$ cat src/rtl/booth_product_acc_if.sv
`default_nettype none
// ============================================================================
// Module   : booth_product_acc_if
// Brief    : Product-in / sum-out handshake bundle for booth_product_acc.
// Revision : 1.0
// ============================================================================
interface booth_product_acc_if #(
  parameter int PW = 8,
  parameter int AW = 12,
  parameter int CW = 4
);
  logic          start_i;
  logic [CW-1:0] len_i;
  logic          clr_i;
  logic [PW-1:0] prod_i;
  logic          prod_valid_i;
  logic          prod_ready_o;
  logic [AW-1:0] sum_o;
  logic          sum_valid_o;
  logic          sum_ready_i;
  logic          ovf_o;
  logic          busy_o;

  modport slave (
    input  start_i, len_i, clr_i, prod_i, prod_valid_i, sum_ready_i,
    output prod_ready_o, sum_o, sum_valid_o, ovf_o, busy_o
  );

  modport master (
    output start_i, len_i, clr_i, prod_i, prod_valid_i, sum_ready_i,
    input  prod_ready_o, sum_o, sum_valid_o, ovf_o, busy_o
  );
endinterface
`default_nettype wire

$ cat src/rtl/booth_product_acc.sv
`default_nettype none
// ============================================================================
// Module   : booth_product_acc
// Brief    : Accumulates a run of signed products into a dot-product sum held
//            under valid/ready. Define BOOTH_ACC_SATURATE_EN to clamp on overflow.
// Revision : 1.0
// ============================================================================
module booth_product_acc #(
  parameter int PW = 8,
  parameter int AW = 12,
  parameter int CW = 4
) (
  input  logic                clk,
  input  logic                rst,
  booth_product_acc_if.slave  bus
);

  localparam logic [1:0]    S_IDLE  = 2'd0;
  localparam logic [1:0]    S_ACCUM = 2'd1;
  localparam logic [1:0]    S_HOLD  = 2'd2;
  localparam logic [CW-1:0] c_one   = CW'(1);

  logic [1:0]           r_state;
  logic [1:0]           w_state_nxt;
  logic signed [AW-1:0] r_acc;
  logic [CW-1:0]        r_cnt;
  logic [CW-1:0]        r_len;
  logic                 r_ovf;

  logic                 w_prod_ready;
  logic                 w_sum_valid;
  logic                 w_busy;
  logic                 w_accept;
  logic                 w_take;
  logic                 w_last;

  logic signed [PW-1:0] w_prod_s;
  logic signed [AW-1:0] w_ext;
  logic signed [AW-1:0] w_sum;
  logic signed [AW-1:0] w_acc_nxt;
  logic                 w_ovf;

  // Signed overflow: operands agree in sign but the AW-bit result does not.
  assign w_prod_s = $signed(bus.prod_i);
  assign w_ext    = w_prod_s;
  assign w_sum    = r_acc + w_ext;
  assign w_ovf    = (r_acc[AW-1] == w_ext[AW-1]) && (w_sum[AW-1] != r_acc[AW-1]);

`ifdef BOOTH_ACC_SATURATE_EN
  localparam logic signed [AW-1:0] c_acc_max = {1'b0, {(AW-1){1'b1}}};
  localparam logic signed [AW-1:0] c_acc_min = {1'b1, {(AW-1){1'b0}}};
  assign w_acc_nxt = w_ovf ? (r_acc[AW-1] ? c_acc_min : c_acc_max) : w_sum;
`else
  assign w_acc_nxt = w_sum;
`endif

  assign w_accept = bus.prod_valid_i & w_prod_ready;
  assign w_take   = w_sum_valid & bus.sum_ready_i;
  assign w_last   = (r_cnt == (r_len - c_one));

  // State register
  always_ff @(posedge clk) begin
    if (rst) begin
      r_state <= S_IDLE;
    end else begin
      r_state <= w_state_nxt;
    end
  end

  // Next-state logic; clr_i overrides every transition
  always_comb begin
    w_state_nxt = r_state;
    if (bus.clr_i) begin
      w_state_nxt = S_IDLE;
    end else begin
      case (r_state)
        S_IDLE: begin
          if (bus.start_i) begin
            w_state_nxt = (bus.len_i != '0) ? S_ACCUM : S_HOLD;
          end
        end
        S_ACCUM: begin
          if (w_accept && w_last) begin
            w_state_nxt = S_HOLD;
          end
        end
        S_HOLD: begin
          if (w_take) begin
            w_state_nxt = S_IDLE;
          end
        end
        default: w_state_nxt = S_IDLE;
      endcase
    end
  end

  // Output decode from registered state only
  always_comb begin
    w_prod_ready = 1'b0;
    w_sum_valid  = 1'b0;
    w_busy       = 1'b0;
    case (r_state)
      S_ACCUM: begin
        w_prod_ready = 1'b1;
        w_busy       = 1'b1;
      end
      S_HOLD: begin
        w_sum_valid  = 1'b1;
        w_busy       = 1'b1;
      end
      default: ;
    endcase
  end

  // Run datapath
  always_ff @(posedge clk) begin
    if (rst || bus.clr_i) begin
      r_acc <= '0;
      r_cnt <= '0;
      r_len <= '0;
      r_ovf <= 1'b0;
    end else if ((r_state == S_IDLE) && bus.start_i) begin
      r_acc <= '0;
      r_cnt <= '0;
      r_len <= bus.len_i;
      r_ovf <= 1'b0;
    end else if (w_accept) begin
      r_acc <= w_acc_nxt;
      r_cnt <= r_cnt + c_one;
      r_ovf <= r_ovf | w_ovf;
    end
  end

  assign bus.prod_ready_o = w_prod_ready;
  assign bus.sum_valid_o  = w_sum_valid;
  assign bus.busy_o       = w_busy;
  assign bus.sum_o        = r_acc;
  assign bus.ovf_o        = r_ovf;

endmodule
`default_nettype wire

$ cat src/flat_wrapper.sv
// flat-port wrapper written by rule: the top's interface ports become plain ports
module booth_product_acc_flat 
#(
  parameter int PW = 8,
  parameter int AW = 12,
  parameter int CW = 4
)
  (clk, rst, bus_start_i, bus_len_i, bus_clr_i, bus_prod_i, bus_prod_valid_i, bus_sum_ready_i, bus_prod_ready_o, bus_sum_o, bus_sum_valid_o, bus_ovf_o, bus_busy_o);
  booth_product_acc_if #(.PW(PW), .AW(AW), .CW(CW)) bus_i ();
  input  logic clk;
  input  logic rst;
  input wire logic [$bits(bus_i.start_i)-1:0] bus_start_i;
  input wire logic [$bits(bus_i.len_i)-1:0] bus_len_i;
  input wire logic [$bits(bus_i.clr_i)-1:0] bus_clr_i;
  input wire logic [$bits(bus_i.prod_i)-1:0] bus_prod_i;
  input wire logic [$bits(bus_i.prod_valid_i)-1:0] bus_prod_valid_i;
  input wire logic [$bits(bus_i.sum_ready_i)-1:0] bus_sum_ready_i;
  output wire logic [$bits(bus_i.prod_ready_o)-1:0] bus_prod_ready_o;
  output wire logic [$bits(bus_i.sum_o)-1:0] bus_sum_o;
  output wire logic [$bits(bus_i.sum_valid_o)-1:0] bus_sum_valid_o;
  output wire logic [$bits(bus_i.ovf_o)-1:0] bus_ovf_o;
  output wire logic [$bits(bus_i.busy_o)-1:0] bus_busy_o;
  assign bus_i.start_i = bus_start_i;
  assign bus_i.len_i = bus_len_i;
  assign bus_i.clr_i = bus_clr_i;
  assign bus_i.prod_i = bus_prod_i;
  assign bus_i.prod_valid_i = bus_prod_valid_i;
  assign bus_i.sum_ready_i = bus_sum_ready_i;
  assign bus_prod_ready_o = bus_i.prod_ready_o;
  assign bus_sum_o = bus_i.sum_o;
  assign bus_sum_valid_o = bus_i.sum_valid_o;
  assign bus_ovf_o = bus_i.ovf_o;
  assign bus_busy_o = bus_i.busy_o;
  booth_product_acc #(.PW(PW), .AW(AW), .CW(CW)) u_core (.clk(clk), .rst(rst), .bus(bus_i));
endmodule
$ cat config.mk
export PLATFORM = sky130hd
export DESIGN_NAME = booth_product_acc_flat
export DESIGN_NICKNAME = d
export VERILOG_FILES = /design/src/rtl/booth_product_acc_if.sv /design/src/rtl/booth_product_acc.sv /design/src/flat_wrapper.sv
export SDC_FILE = /design/constraint.sdc
export NUM_CORES = 1
export LEC_CHECK = 0
export BUFFER_PORTS_ARGS = -buffer_cell sky130_fd_sc_hd__buf_2
export CAP_MARGIN = 20
export CORE_MARGIN = 3
export CORE_UTILIZATION = 25
export DETAILED_ROUTE_END_ITERATION = 6
export HOLD_SLACK_MARGIN = 0.15
export PLACE_DENSITY = 0.54
export SETUP_SLACK_MARGIN = 0.5
export SLEW_MARGIN = 10
export SYNTH_ARGS = -nofsm -noshare
export SYNTH_HDL_FRONTEND = slang
export SYNTH_SLANG_ARGS = --single-unit
$ cat constraint.sdc
create_clock -name clk -period 3.6 [get_ports clk]
set_input_delay 0.36 -clock clk [delete_from_list [all_inputs] [get_ports clk]]
set_output_delay 0.36 -clock clk [all_outputs]
set_load 0.02 [all_outputs]
After elaboration in Yosys (flattened, before gate mapping). Cells that the tools add are included.

Memory bits (writable): 0. Bits in registers: 23. Output and inout port bits: 16. Memories kept: 0. Logic and storage cells: 37. Bits in read-only memories: 0. Input bits: 18. Bits in latches: 0.

$mul: 0. Add/subtract/negate cells: 3. Reduce and logical (&&, ||, !) cells: 10. Magnitude comparators: 0. Div/mod/pow operators: 0. Eq/ne operators: 8. Muxes and demuxes: 8. Bitwise logic cells: 3. Shift operators: 0.

Operators with widths (count): 12-bit by 8-bit adder with 12-bit output (1); 2-bit two-way mux (4); 2-bit case mux with 3 select lines (1); 2-bit OR reduction (3); 4-bit by 1-bit adder with 4-bit output (second input constant) (1); 4-bit equality test (1); 2-bit by 1-bit != test with 1-bit output (second input constant) (2); 4-bit nonzero test (1); 4-bit by 1-bit subtractor with 4-bit output (second input constant) (1); 1-bit logical AND (3); 1-bit two-way mux (3); 3-bit AND reduction (1); 1-bit bitwise AND (2); 2-bit by 1-bit equality test with 1-bit output (second input constant) (1); 2-bit equality test (second input constant) (1); 2-bit logical NOT (1); 2-bit != test (second input constant) (1); 1-bit equality test (1); 1-bit logical OR (1); 1-bit != test (1); 1-bit OR (1).

Logic depth before layout (Yosys ltp). Gate-level depths: netlist of the first run.

Depth in word-level cells: 6. Mapped depth: 9. Gate-level depth less buffers: 8.

Least setup slack after synthesis of the first run. OpenSTA, ideal clock, no wires.

Kind: flip-flop to flip-flop. Start point: register u_core.r_acc[1], in the netlist u_core.bus.sum_o[1]. End point: register u_core.r_acc[11], in the netlist u_core.bus.sum_o[11]. Path slack: 1.420 ns. Arrival: 2.110 ns. Setup time: 0.070 ns. Buffers on the path: 0. Cell stages (with the launch flop): 8. Clock period less this slack: 2.180 ns. Required time: 3.530 ns. Cells stage by stage: dfxtp_1 > ha_1 > a211oi_4 > o311ai_4 > o21ba_4 > o21a_1 > or4_1 > a21oi_1.

Cells in the longest elaborated chain, start to end: 1.

RTL lines: from (decl) (line booth_product_acc.sv:25) `logic signed [AW-1:0] r_acc;`; from (signal assigned) (line booth_product_acc.sv:128) `r_acc <= w_acc_nxt;`; 12-bit by 8-bit adder with 12-bit output (line booth_product_acc.sv:46) `assign w_sum = r_acc + w_ext;`.

No other way between the ends. A chain may end at the register's enable or synchronous reset.

Final worst setup path of the first run. Ends and elaborated chain as after synthesis.

==> run summary, run 1 <==
=================================================================================
Status                                                               finished clean
Yosys warning total                                                             0
Die boundary width                                                       84.37 µm
Hold Path Sink                                                       u_core.r_len[2]
Share of layout cells above drive strength 1                               20.09%
Clock Sink Count                                                               23
Count of max-cap constraint violations                                          0
Final cell utilization of the core                                         31.71%
Startpoint-to-endpoint class of the critical path                      reg -> reg
Post-cts repair resize count                                                    0
Number of buffers added to fix hold violations after cts                        0
Critical Path Start Type                                                     flop
Die area                                                                 7117 µm²
First drt pass iteration count                                                  4
Critical Path Sink Type                                                      flop
Kind of cell with the highest combined delay on the critical path    compound AO/OA/AOI/OAI gates
Post-Route Hold Slack                                                    347.4 ps
Transition at the pin with the smallest max-transition slack             800.7 ps
CP Cell Sequence                                                     ha_1, a211oi_4, o311ai_4, o21ba_4, o21a_1, or4_1, a21oi_1
Setup TNS                                                                    0 ps
Total Power Consumption                                                  521.9 µW
Area growth from synthesis to final layout                                 17.93%
Path class of the lowest-slack min-delay path                           in -> reg
Antenna violations before repair                                                0
Vias per inst                                                               4.732
Layout Skew                                                              3.817 ps
Maximum VDD drop                                                        0.1097 mV
Hold Path Depth                                                                 3
Peak Freq                                                              0.4601 GHz
Detail Placement HPWL                                                    2.736 mm
Number of cells traversed by the worst register-to-register path                7
Top_reg_cell synth                                                   sky130_fd_sc_hd__dfxtp_1
Worst stage delay on the critical path                                     430 ps
Number of flops mapped to enable cells by yosys                                 0
Beginning of the worst register-to-register path                     u_core.bus.sum_o[1]
Port Buffer Count                                                              33
Buffer cell driving the clock tree root                              sky130_fd_sc_hd__clkbuf_8
Worst max-slew margin expressed relative to the limit                      46.59%
Time the worst path needs with I/O delays and setup                       2173 ps
Mean post-synth cell area                                               8.123 µm²
Commonest cells after routing, fill and taps aside                   sky130_fd_sc_hd__nand2_1, sky130_fd_sc_hd__buf_2, sky130_fd_sc_hd__dfxtp_1
Total via count after detailed routing                                       1377
Power per standard cell area                                         288.3 nW/µm²
Global Route Usage Sum                                                     10.26%
Buf+Inv Stages, Crit Path                                                       0
Vias in the first global route                                               1370
Number of standard cells after synthesis                                      189
Clock latency on the worst-skew pair                                       270 ps
Diodes inserted                                                                 0
Final max-slew violation count                                                  0
Maximum number of pins on one net before global-route repair                   17
Crit share post-route                                                      60.37%
Setup bufs post-CTS                                                             0
Netlist area before placement                                            1535 µm²
Wire length of the first global-routing pass                             6.168 mm
Critical Path RT                                                          3790 ps
Number of distinct library cells after synthesis                               40
Row cnt                                                                        27
Clock H-tree levels                                                             1
GRT Residual Overflow                                                           0
Number of stages on the worst setup path                                        7
1st-iter DRT viols                                                             37
Setup repair after global routing missed its margin                         false
Share of the yosys chip area belonging to registers                        29.99%
Inst Count DP                                                                 287
Syn_nets                                                                      224
Average wire per cell in the routed design                               12.06 µm
Flip-flop and latch count after synthesis                                      23
Clock slew seen by the registers of the worst setup and hold paths          90 ps
Reg-to-reg critical path endpoint                                    u_core.bus.sum_o[11]
Initial core utilization                                                   26.89%
Lkg Pwr                                                                 0.7802 nW
CTS tree                                                                    built
Count of nets after finishing                                                 255
Finished Layout Cells                                                         291
Flop-to-flop setup slack                                                  1430 ps
Worst path arrival time                                                   2370 ps
Final GP Congestion                                                        0.8091
Max FO, Critical Path                                                           4
Vertical die dimension                                                   84.37 µm
DRT antenna net count                                                           0
Total Routed Length                                                      3.509 mm
Cts bufs inserted                                                               3
Maximum buffer depth of the clock tree                                          2
Startpoint of the tightest hold check path                           bus_len_i[2]
Area of the core region                                                  5709 µm²
I/O pin total                                                                  34
Critical path's slowest cell                                         sky130_fd_sc_hd__dfxtp_1
Final hold violations                                                           0
Share of async-settable or async-resettable flops after synthesis              0%
Post-route DRC violation count                                                  0
Final setup fails                                                               0
=================================================================================
==> flip-flops by register name, indices dropped and copies added (netlist names) <==
| register | count |
|---|---|
| u_core.bus.ovf_o | 1 |
| u_core.bus.sum_o | 12 |
| u_core.r_cnt | 4 |
| u_core.r_len | 4 |
| u_core.r_state | 2 |
==> where the power goes <==
group	leakage, nW	switching [mW]	total, mW	internal [mW]
combinational	0.569	0.0548	0.0909	0.0361
clock	0.0255	0.0917	0.169	0.0774
sequential	0.186	0.00351	0.262	0.258
total	0.780	0.150	0.522	0.372
==> metal layers <==
layer	track usage, %	up-vias	routed length [µm]
li1	-	724	-
met1	12.96	631	1609
met2	17.36	18	1743
met3	1.668	4	102
met4	4.173	0	53
met5	0	-	0
==> how the worst max path moves through the flow <==
stage                                   start              endpoint
after floorplan           u_core.bus.sum_o[1]  u_core.bus.sum_o[11]
after detailed placement        bus_prod_i[1]  u_core.bus.sum_o[11]
final                     u_core.bus.sum_o[1]  u_core.bus.sum_o[11]
after global routing      u_core.bus.sum_o[0]   u_core.bus.sum_o[8]
after CTS                 u_core.bus.sum_o[1]  u_core.bus.sum_o[11]
after global placement          bus_prod_i[1]  u_core.bus.sum_o[11]
==> cell families after synthesis <==
group | after synthesis | share of synthesized area, %
simple gates | 70 | 20.13
compound gates | 48 | 22.25
flops | 23 | 29.99
fa+ha+maj | 17 | 14.34
xor+xnor | 15 | 8.557
buf+inv | 14 | 3.424
mux | 2 | 1.304
==> tightest hold or removal path, cell delays in order <==
cell and delay [ps]:
sky130_fd_sc_hd__buf_2 100, sky130_fd_sc_hd__nand3_1 60, sky130_fd_sc_hd__a21oi_1 50
==> final cells by class <==
type / count / area [µm²]
flip-flops and latches: 23 / 460.4
clock inverters: 1 / 5.005
inverters: 7 / 26.28
well taps: 72 / 90.09
clock buffers: 3 / 41.29
fillers: 603 / 3899
repair buffers: 33 / 165.2
multi-input cells: 152 / 1022
==> through the flow <==
| step | cell area [µm²] | setup WS [ps] |
|---|---|---|
| after floorplan | 1535 | 1420 |
| after detailed placement | 1764 | 1347 |
| after CTS | 1810 | 1409 |
| after global routing | 1810 | 1211 |
| final | 1810 | 1427 |
| after global placement | 1764 | 1377 |
==> synthesized netlist by cell type (2+ instances only) <==
library cell	instances	area (µm²)
sky130_fd_sc_hd__nor2_1	13	48.80
sky130_fd_sc_hd__dfxtp_1	23	460.4
sky130_fd_sc_hd__o21ai_0	6	30.03
sky130_fd_sc_hd__xnor2_1	10	87.58
sky130_fd_sc_hd__a211oi_1	2	15.01
sky130_fd_sc_hd__xor2_1	5	43.79
sky130_fd_sc_hd__o21a_1	2	15.01
sky130_fd_sc_hd__mux2i_1	2	20.02
sky130_fd_sc_hd__nand3_1	6	30.03
sky130_fd_sc_hd__a21oi_1	22	110.1
sky130_fd_sc_hd__ha_1	16	200.2
sky130_fd_sc_hd__nand2_1	33	123.9
sky130_fd_sc_hd__a21o_1	3	22.52
sky130_fd_sc_hd__clkbuf_1	7	26.28
sky130_fd_sc_hd__nor3_1	8	40.04
sky130_fd_sc_hd__inv_1	7	26.28
(Power assumes the default switching activity.)
==> inputs of run 2 (changes only) <==
- ABC_AREA: unset -> 1
- PLACE_DENSITY: 0.54 -> 0.55
- clock period: 3.6 -> 1.77 ns (I/O delays scaled with it)
==> run summary, run 2 <==
=================================================================================
Status                                                               finished clean   unchanged
Clock Sink Count                                                               23   unchanged
Syn_nets                                                                      293   was 224
Most frequent cell after synthesis                                   sky130_fd_sc_hd__nand2_1   unchanged
Critical Path RT                                                          1940 ps   was 3790 ps
Layout Skew                                                              3.049 ps   was 3.817 ps
Critical path's slowest cell                                         sky130_fd_sc_hd__fa_2   was sky130_fd_sc_hd__dfxtp_1
Path class of the lowest-slack min-delay path                           in -> reg   unchanged
Buffer cell driving the clock tree root                              sky130_fd_sc_hd__clkbuf_8   unchanged
GRT Residual Overflow                                                           0   unchanged
Kind of cell with the highest combined delay on the critical path     adder cells   was compound AO/OA/AOI/OAI gates
Netlist area before placement                                            1728 µm²   was 1535 µm²
Buf+Inv Stages, Crit Path                                                       2   was 0
Setup TNS                                                                    0 ps   unchanged
Final instance area                                                      2571 µm²   was 1810 µm²
Time the worst path needs with I/O delays and setup                       1508 ps   was 2173 ps
Area growth from synthesis to final layout                                 48.81%   was 17.93%
Number of standard cells after synthesis                                      258   was 189
I/O pin total                                                                  34   unchanged
Sw Ratio                                                                   32.89%   was 28.74%
1st-iter DRT viols                                                             73   was 37
Clock slew seen by the registers of the worst setup and hold paths          90 ps   about the same
Total Routed Length                                                      4.608 mm   was 3.509 mm
Count of max-cap constraint violations                                          0   unchanged
Row cnt                                                                        29   was 27
CP Cell Sequence                                                     ha_4, fa_2, buf_4, buf_6, xnor2_1, a21oi_1   was ha_1, a211oi_4, o311ai_4, o21ba_4, o21a_1, or4_1, a21oi_1
Number of distinct library cells after synthesis                               26   was 40
Final hold violations                                                           0   unchanged
Die boundary width                                                       89.14 µm   was 84.37 µm
Die area                                                                 7945 µm²   was 7117 µm²
Commonest cells after routing, fill and taps aside                   sky130_fd_sc_hd__nand2_1, sky130_fd_sc_hd__inv_1, sky130_fd_sc_hd__nor2_1   was sky130_fd_sc_hd__nand2_1, sky130_fd_sc_hd__buf_2, sky130_fd_sc_hd__dfxtp_1
Share of the yosys chip area belonging to registers                        26.65%   was 29.99%
Biggest area consumer among synthesized cells                        sky130_fd_sc_hd__dfxtp_1   unchanged
Top_reg_cell synth                                                   sky130_fd_sc_hd__dfxtp_1   unchanged
Port Buffer Count                                                              33   unchanged
Yosys warning total                                                             0   unchanged
Mean post-synth cell area                                               6.697 µm²   was 8.123 µm²
Maximum number of pins on one net before global-route repair                   27   was 17
Fillers                                                                       667   was 603
Initial core utilization                                                   26.46%   was 26.89%
Number of flops mapped to enable cells by yosys                                 0   unchanged
Power per standard cell area                                         481.8 nW/µm²   was 288.3 nW/µm²
Area of the core region                                                  6531 µm²   was 5709 µm²
Clock latency on the worst-skew pair                                       270 ps   about the same
Maximum VDD drop                                                        0.3699 mV   was 0.1097 mV
Count of nets after finishing                                                 345   was 255
P_sw                                                                     407.5 µW   was 150.0 µW
Worst slack at placement                                                 220.4 ps   was 1347 ps
Startpoint-to-endpoint class of the critical path                      reg -> reg   unchanged
Top post-synthesis cells by area                                     sky130_fd_sc_hd__dfxtp_1, sky130_fd_sc_hd__nand2_1, sky130_fd_sc_hd__ha_1   was sky130_fd_sc_hd__dfxtp_1, sky130_fd_sc_hd__ha_1, sky130_fd_sc_hd__nand2_1
CTS tree                                                                    built   unchanged
Combinational share of power                                                28.2%   was 17.4%
Internal Dissipation                                                     831.4 µW   was 371.9 µW
Vertical die dimension                                                   89.14 µm   was 84.37 µm
Total via count after detailed routing                                       1747   was 1377
Commonest cells post-synth                                           sky130_fd_sc_hd__nand2_1, sky130_fd_sc_hd__inv_1, sky130_fd_sc_hd__nor2_1, sky130_fd_sc_hd__dfxtp_1, sky130_fd_sc_hd__a21oi_1   was sky130_fd_sc_hd__nand2_1, sky130_fd_sc_hd__dfxtp_1, sky130_fd_sc_hd__a21oi_1, sky130_fd_sc_hd__ha_1, sky130_fd_sc_hd__nor2_1
Cts bufs inserted                                                               3   unchanged
Final setup fails                                                               0   unchanged
Average wire per cell in the routed design                               11.94 µm   was 12.06 µm
Most common cell after layout, fill and taps aside                   sky130_fd_sc_hd__nand2_1
Critical Path Sink Type                                                      flop   unchanged
Final GP Congestion                                                        0.7882   was 0.8091
Max FO, Critical Path                                                           4   unchanged
Wire length of the first global-routing pass                             6.879 mm   was 6.168 mm
Lkg Pwr                                                                  1.180 nW   was 0.7802 nW
Share of async-settable or async-resettable flops after synthesis              0%   unchanged
Worst max-slew margin expressed relative to the limit                      78.92%   was 46.59%
Worst path arrival time                                                   1680 ps   was 2370 ps
Critical Path Start Type                                                     flop   unchanged
Diodes inserted                                                                 0   unchanged
Vias in the first global route                                               1506   was 1370
Area post-placement                                                      2213 µm²   was 1764 µm²
Fraction of synthesized cell area taken by the top area cell type          26.65%   was 29.99%
Final max-slew violation count                                                  0   unchanged
Maximum buffer depth of the clock tree                                          2   unchanged
Number of flip-flops in the largest register                                   12   unchanged
First drt pass iteration count                                                  4   unchanged
Share of layout cells above drive strength 1                               41.75%   was 20.09%
Transition at the pin with the smallest max-transition slack             315.8 ps   was 800.7 ps
Flip-flop and latch count after synthesis                                      23   unchanged
Peak Freq                                                              0.6633 GHz   was 0.4601 GHz
Clock share of power                                                        29.1%   was 32.4%
Detail Placement HPWL                                                    3.374 mm   was 2.736 mm
Vias per inst                                                               4.526   was 4.732
DRT antenna net count                                                           0   unchanged
Antenna violations before repair                                                0   unchanged
Power share of the sequential group                                         42.7%   was 50.2%
Setup repair after global routing missed its margin                          true   was false
Global Route Usage Sum                                                     10.95%   was 10.26%
Worst stage delay on the critical path                                     390 ps   was 430 ps
Crit share post-route                                                      85.18%   was 60.37%
Post-route DRC violation count                                                  0   unchanged
Clock H-tree levels                                                             1   unchanged
Final worst slack                                                        262.3 ps   was 1427 ps
=================================================================================
[run 2: cell count changes after synthesis, moves of 4 or more]
| cell | previous run | this run |
|---|---|---|
| sky130_fd_sc_hd__nor2_1 | 13 | 36 |
| sky130_fd_sc_hd__a21oi_1 | 22 | 18 |
| sky130_fd_sc_hd__nor3_1 | 8 | 0 |
| sky130_fd_sc_hd__xnor2_1 | 10 | 5 |
| sky130_fd_sc_hd__inv_1 | 7 | 37 |
| sky130_fd_sc_hd__nand3_1 | 6 | 15 |
| sky130_fd_sc_hd__nand2_1 | 33 | 59 |
| sky130_fd_sc_hd__clkbuf_1 | 7 | 0 |
| sky130_fd_sc_hd__nand4_1 | 1 | 5 |
[run 2: path summary, 6_finish.rpt]
check / from / slack (ps) / depth (start not counted) / endpoint
max: u_core.bus.sum_o[0] / 260 / 6 / u_core.bus.sum_o[2]
min: bus_len_i[2] / 170 / 3 / u_core.r_len[2]
max reg2reg: u_core.bus.sum_o[0] / 260 / 6 / u_core.bus.sum_o[2]
min reg2reg: u_core.bus.ovf_o / 470 / 2 / u_core.bus.ovf_o
[run 2: worst reg2reg max path, stage by stage, from the launching register on]
cell	delay, ps
sky130_fd_sc_hd__dfxtp_4	360
sky130_fd_sc_hd__ha_4	160
sky130_fd_sc_hd__fa_2	400
sky130_fd_sc_hd__buf_4	160
sky130_fd_sc_hd__buf_6	100
sky130_fd_sc_hd__xnor2_1	150
sky130_fd_sc_hd__a21oi_1	80
[run 2: kinds of logic (layout without fill, tap and decap cells)]
kind of cell	Yosys count	in the layout	synth area share (%)
DFF	23	23	26.65
and+or+nand+nor	127	127	31.86
xor gates and xnor gates	9	9	4.562
buffers and inverters	41	92	9.268
AOI/OAI and AO/OA	41	41	14.92
adders and majority gates	17	17	12.74
[run 2: layout make-up]
class	count	area, µm²	area share [%]
Multi-Input combinational cell	194	1454	56.54
Sequential cell	23	506.7	19.71
Timing Repair Buffer	49	297.8	11.58
Clock buffer	3	41.29	1.606
Clock inverter	1	6.256	0.2433
Inverter	38	160.2	6.229
Tap cell	77	96.34	3.747
Timing Repair inverter	1	8.758	0.3406
[run 2: metrics by stage]
step / instances / utilization (%) / hold WS [ps] / power (mW)
detailed placement: 367 / 33.89 / 450.7 / 0.8237
global route: 386 / 39.37 / 179.9 / 1.318
global placement: 367 / 33.89 / 447.2 / 0.8222
finish: 386 / 39.37 / 173.4 / 1.239
CTS: 375 / 35.23 / 169.0 / 1.191
floorplan: 258 / - / 336.5 / 0.7469
[run 2: repair_timing]
| item | CTS | global route |
|---|---|---|
| resized for setup | 4 | 46 |
| hold buffers | 0 | 0 |
| setup endpoints to repair | 20 | 21 |
| cloned | 0 | 1 |
| pin swaps | 2 | 16 |
| setup buffers | 4 | 10 |
[run 2: power groups by stage]
stage	registers (mW)	clock network [mW]	logic, mW
6_report	0.529	0.360	0.350
5_1_grt	0.531	0.401	0.386
4_1_cts	0.532	0.374	0.285
3_5_place_dp	0.545	0	0.279
3_3_place_gp	0.544	0	0.278
2_1_floorplan	0.547	0	0.200
[run 2: metal layers]
layer / vias to the layer above / GRT usage, % / wire length, µm
li1: 930 / - / -
met1: 794 / 15.52 / 2259
met2: 19 / 17.01 / 2137
met3: 4 / 1.751 / 154
met4: 0 / 3.248 / 57
met5: - / 0 / 0
==> inputs of run 3 (changes only) <==
- ABC_AREA: 1 -> unset
==> run summary, run 3 (synthesis results as in run 1) <==
=================================================================================
Vias in the first global route                                               1628   was 1506
Number of flip-flops in the largest register                                   12   unchanged
Count of max-cap constraint violations                                          0   unchanged
Internal Dissipation                                                     815.5 µW   was 831.4 µW
Vias per inst                                                               4.750   was 4.526
Cts bufs inserted                                                               3   unchanged
Final GP Congestion                                                        0.8259   was 0.7882
Critical Path Start Type                                                     flop   unchanged
First drt pass iteration count                                                  4   unchanged
Final max-slew violation count                                                  0   unchanged
Initial core utilization                                                   26.89%   was 26.46%
Total Routed Length                                                      4.143 mm   was 4.608 mm
Area post-placement                                                      2198 µm²   was 2213 µm²
Transition at the pin with the smallest max-transition slack             470.2 ps   was 315.8 ps
Wire length of the first global-routing pass                             7.065 mm   was 6.879 mm
I/O pin total                                                                  34   unchanged
Inst Count DP                                                                 323   was 367
Sw Ratio                                                                   29.69%   was 32.89%
Startpoint-to-endpoint class of the critical path                      reg -> reg   unchanged
Final worst slack                                                       -154.0 ps   was 262.3 ps
Die boundary width                                                       84.37 µm   was 89.14 µm
Antenna violations before repair                                                0   unchanged
Max FO, Critical Path                                                           3   was 4
Critical Path RT                                                          1980 ps   was 1940 ps
Crit share post-route                                                      108.7%   was 85.18%
GRT Residual Overflow                                                           0   unchanged
Diodes inserted                                                                 0   unchanged
Number of buffers added to fix hold violations after cts                        0   unchanged
Area growth from synthesis to final layout                                 58.76%   was 48.81%
Maximum buffer depth of the clock tree                                          2   unchanged
Setup repair after global routing missed its margin                          true   unchanged
Most common cell after layout, fill and taps aside                   sky130_fd_sc_hd__buf_4   was sky130_fd_sc_hd__nand2_1
Area of the core region                                                  5709 µm²   was 6531 µm²
Detail Placement HPWL                                                    3.159 mm   was 3.374 mm
Power share of the sequential group                                         46.0%   was 42.7%
Post-route DRC violation count                                                  0   unchanged
Count of nets after finishing                                                 300   was 345
Share of layout cells above drive strength 1                               51.52%   was 41.75%
Clock share of power                                                        30.1%   was 29.1%
Critical Path Sink Type                                                      flop   unchanged
Fillers                                                                       587   was 667
Row cnt                                                                        27   was 29
Lkg Pwr                                                                  1.061 nW   was 1.180 nW
Time the worst path needs with I/O delays and setup                       1924 ps   was 1508 ps
Worst max-slew margin expressed relative to the limit                      68.65%   was 78.92%
Total Power Consumption                                                  1.160 mW   was 1.239 mW
Post-Route Hold Slack                                                    161.0 ps   was 173.4 ps
Worst stage delay on the critical path                                     410 ps   was 390 ps
Combinational share of power                                                23.9%   was 28.2%
Clock Sink Count                                                               23   unchanged
Status                                                               finished with violations   was finished clean
Maximum VDD drop                                                        0.2325 mV   was 0.3699 mV
Total via count after detailed routing                                       1596   was 1747
Buffer cell driving the clock tree root                              sky130_fd_sc_hd__clkbuf_8   unchanged
Vertical die dimension                                                   84.37 µm   was 89.14 µm
Clock latency on the worst-skew pair                                       270 ps   about the same
CP Cell Sequence                                                     ha_4, a211oi_4, o311ai_4, o21ba_4, o21a_1, or4_4, a21oi_2   was ha_4, fa_2, buf_4, buf_6, xnor2_1, a21oi_1
1st-iter DRT viols                                                             30   was 73
CTS tree                                                                    built   unchanged
Final instance area                                                      2437 µm²   was 2571 µm²
Critical path's slowest cell                                         sky130_fd_sc_hd__or4_4   was sky130_fd_sc_hd__fa_2
Maximum number of pins on one net before global-route repair                   16   was 27
Global Route Usage Sum                                                     11.91%   was 10.95%
Clock slew seen by the registers of the worst setup and hold paths          90 ps   about the same
Clock H-tree levels                                                             1   unchanged
Commonest cells after routing, fill and taps aside                   sky130_fd_sc_hd__buf_4, sky130_fd_sc_hd__buf_2, sky130_fd_sc_hd__nand2_1   was sky130_fd_sc_hd__nand2_1, sky130_fd_sc_hd__inv_1, sky130_fd_sc_hd__nor2_1
P_sw                                                                     344.3 µW   was 407.5 µW
Worst path arrival time                                                   2130 ps   was 1680 ps
Layout Skew                                                              8.537 ps   was 3.049 ps
Final setup fails                                                               8   was 0
DRT antenna net count                                                           0   unchanged
Path class of the lowest-slack min-delay path                           in -> reg   unchanged
Die area                                                                 7117 µm²   was 7945 µm²
Worst slack at placement                                                -214.9 ps   was 220.4 ps
Failing checks                                                       negative setup slack
Average wire per cell in the routed design                               12.33 µm   was 11.94 µm
Finished Layout Cells                                                         336   was 386
Port Buffer Count                                                              33   unchanged
Peak Freq                                                              0.5198 GHz   was 0.6633 GHz
Power per standard cell area                                         475.9 nW/µm²   was 481.8 nW/µm²
Final hold violations                                                           0   unchanged
=================================================================================
==> run 3: worst paths after layout <==
path                            start                   end  slack, ps  cells after the start
setup / recovery  u_core.bus.sum_o[1]  u_core.bus.sum_o[11]       -150                      7
setup reg to reg  u_core.bus.sum_o[1]  u_core.bus.sum_o[11]       -150                      7
hold reg to reg      u_core.bus.ovf_o      u_core.bus.ovf_o        460                      2
hold / removal           bus_len_i[1]       u_core.r_len[1]        160                      3
==> run 3: metrics by stage <==
stage               util (%)  setup TNS [ps]
finish                 42.69          -746.3
global route           42.69           -1697
CTS                    41.77          -907.7
detailed placement     38.51          -884.1
global placement       38.51          -743.7
floorplan                  -          -384.7
==> run 3: worst max-delay path: cells and delay by family (launching register included) <==
family                   cells  cell delay, ps
AND/OR/NAND/NOR              1             410
adder cells (fa/ha/maj)      1             220
AO/OA/AOI/OAI                5             850
flip-flops                   1             360
==> run 3: layout make-up <==
cell class / instances / area (µm²) / share of cell area [%]
flip-flops and latches: 23 / 480.5 / 19.71
repair buffers: 78 / 529.3 / 21.71
clock buffers: 4 / 45.04 / 1.848
inverters: 7 / 31.28 / 1.283
multi-input cells: 152 / 1261 / 51.75
well taps: 72 / 90.09 / 3.696
==> run 3: timing repair <==
| action | 4_1_cts | 5_1_grt |
|---|---|---|
| setup buffers | 7 | 2 |
| gates resized for setup | 25 | 10 |
| endpoints found under the setup margin | 20 | 20 |
| pin swaps | 25 | 19 |
==> run 3: power groups by stage <==
| stage | Clock, mW | Sequential (mW) | Combinational [mW] |
|---|---|---|---|
| floorplan | 0 | 0.547 | 0.171 |
| global placement | 0 | 0.545 | 0.251 |
| detailed placement | 0 | 0.545 | 0.253 |
| CTS | 0.360 | 0.534 | 0.271 |
| global route | 0.380 | 0.535 | 0.306 |
| finish | 0.349 | 0.534 | 0.277 |
==> run 3: layer usage <==
metal	wire, µm	track usage (%)	up-vias
met5	0	0	-
li1	-	-	824
met4	55	4.460	0
met1	1958	14.57	749
met3	72	1.374	4
met2	2057	21.31	19
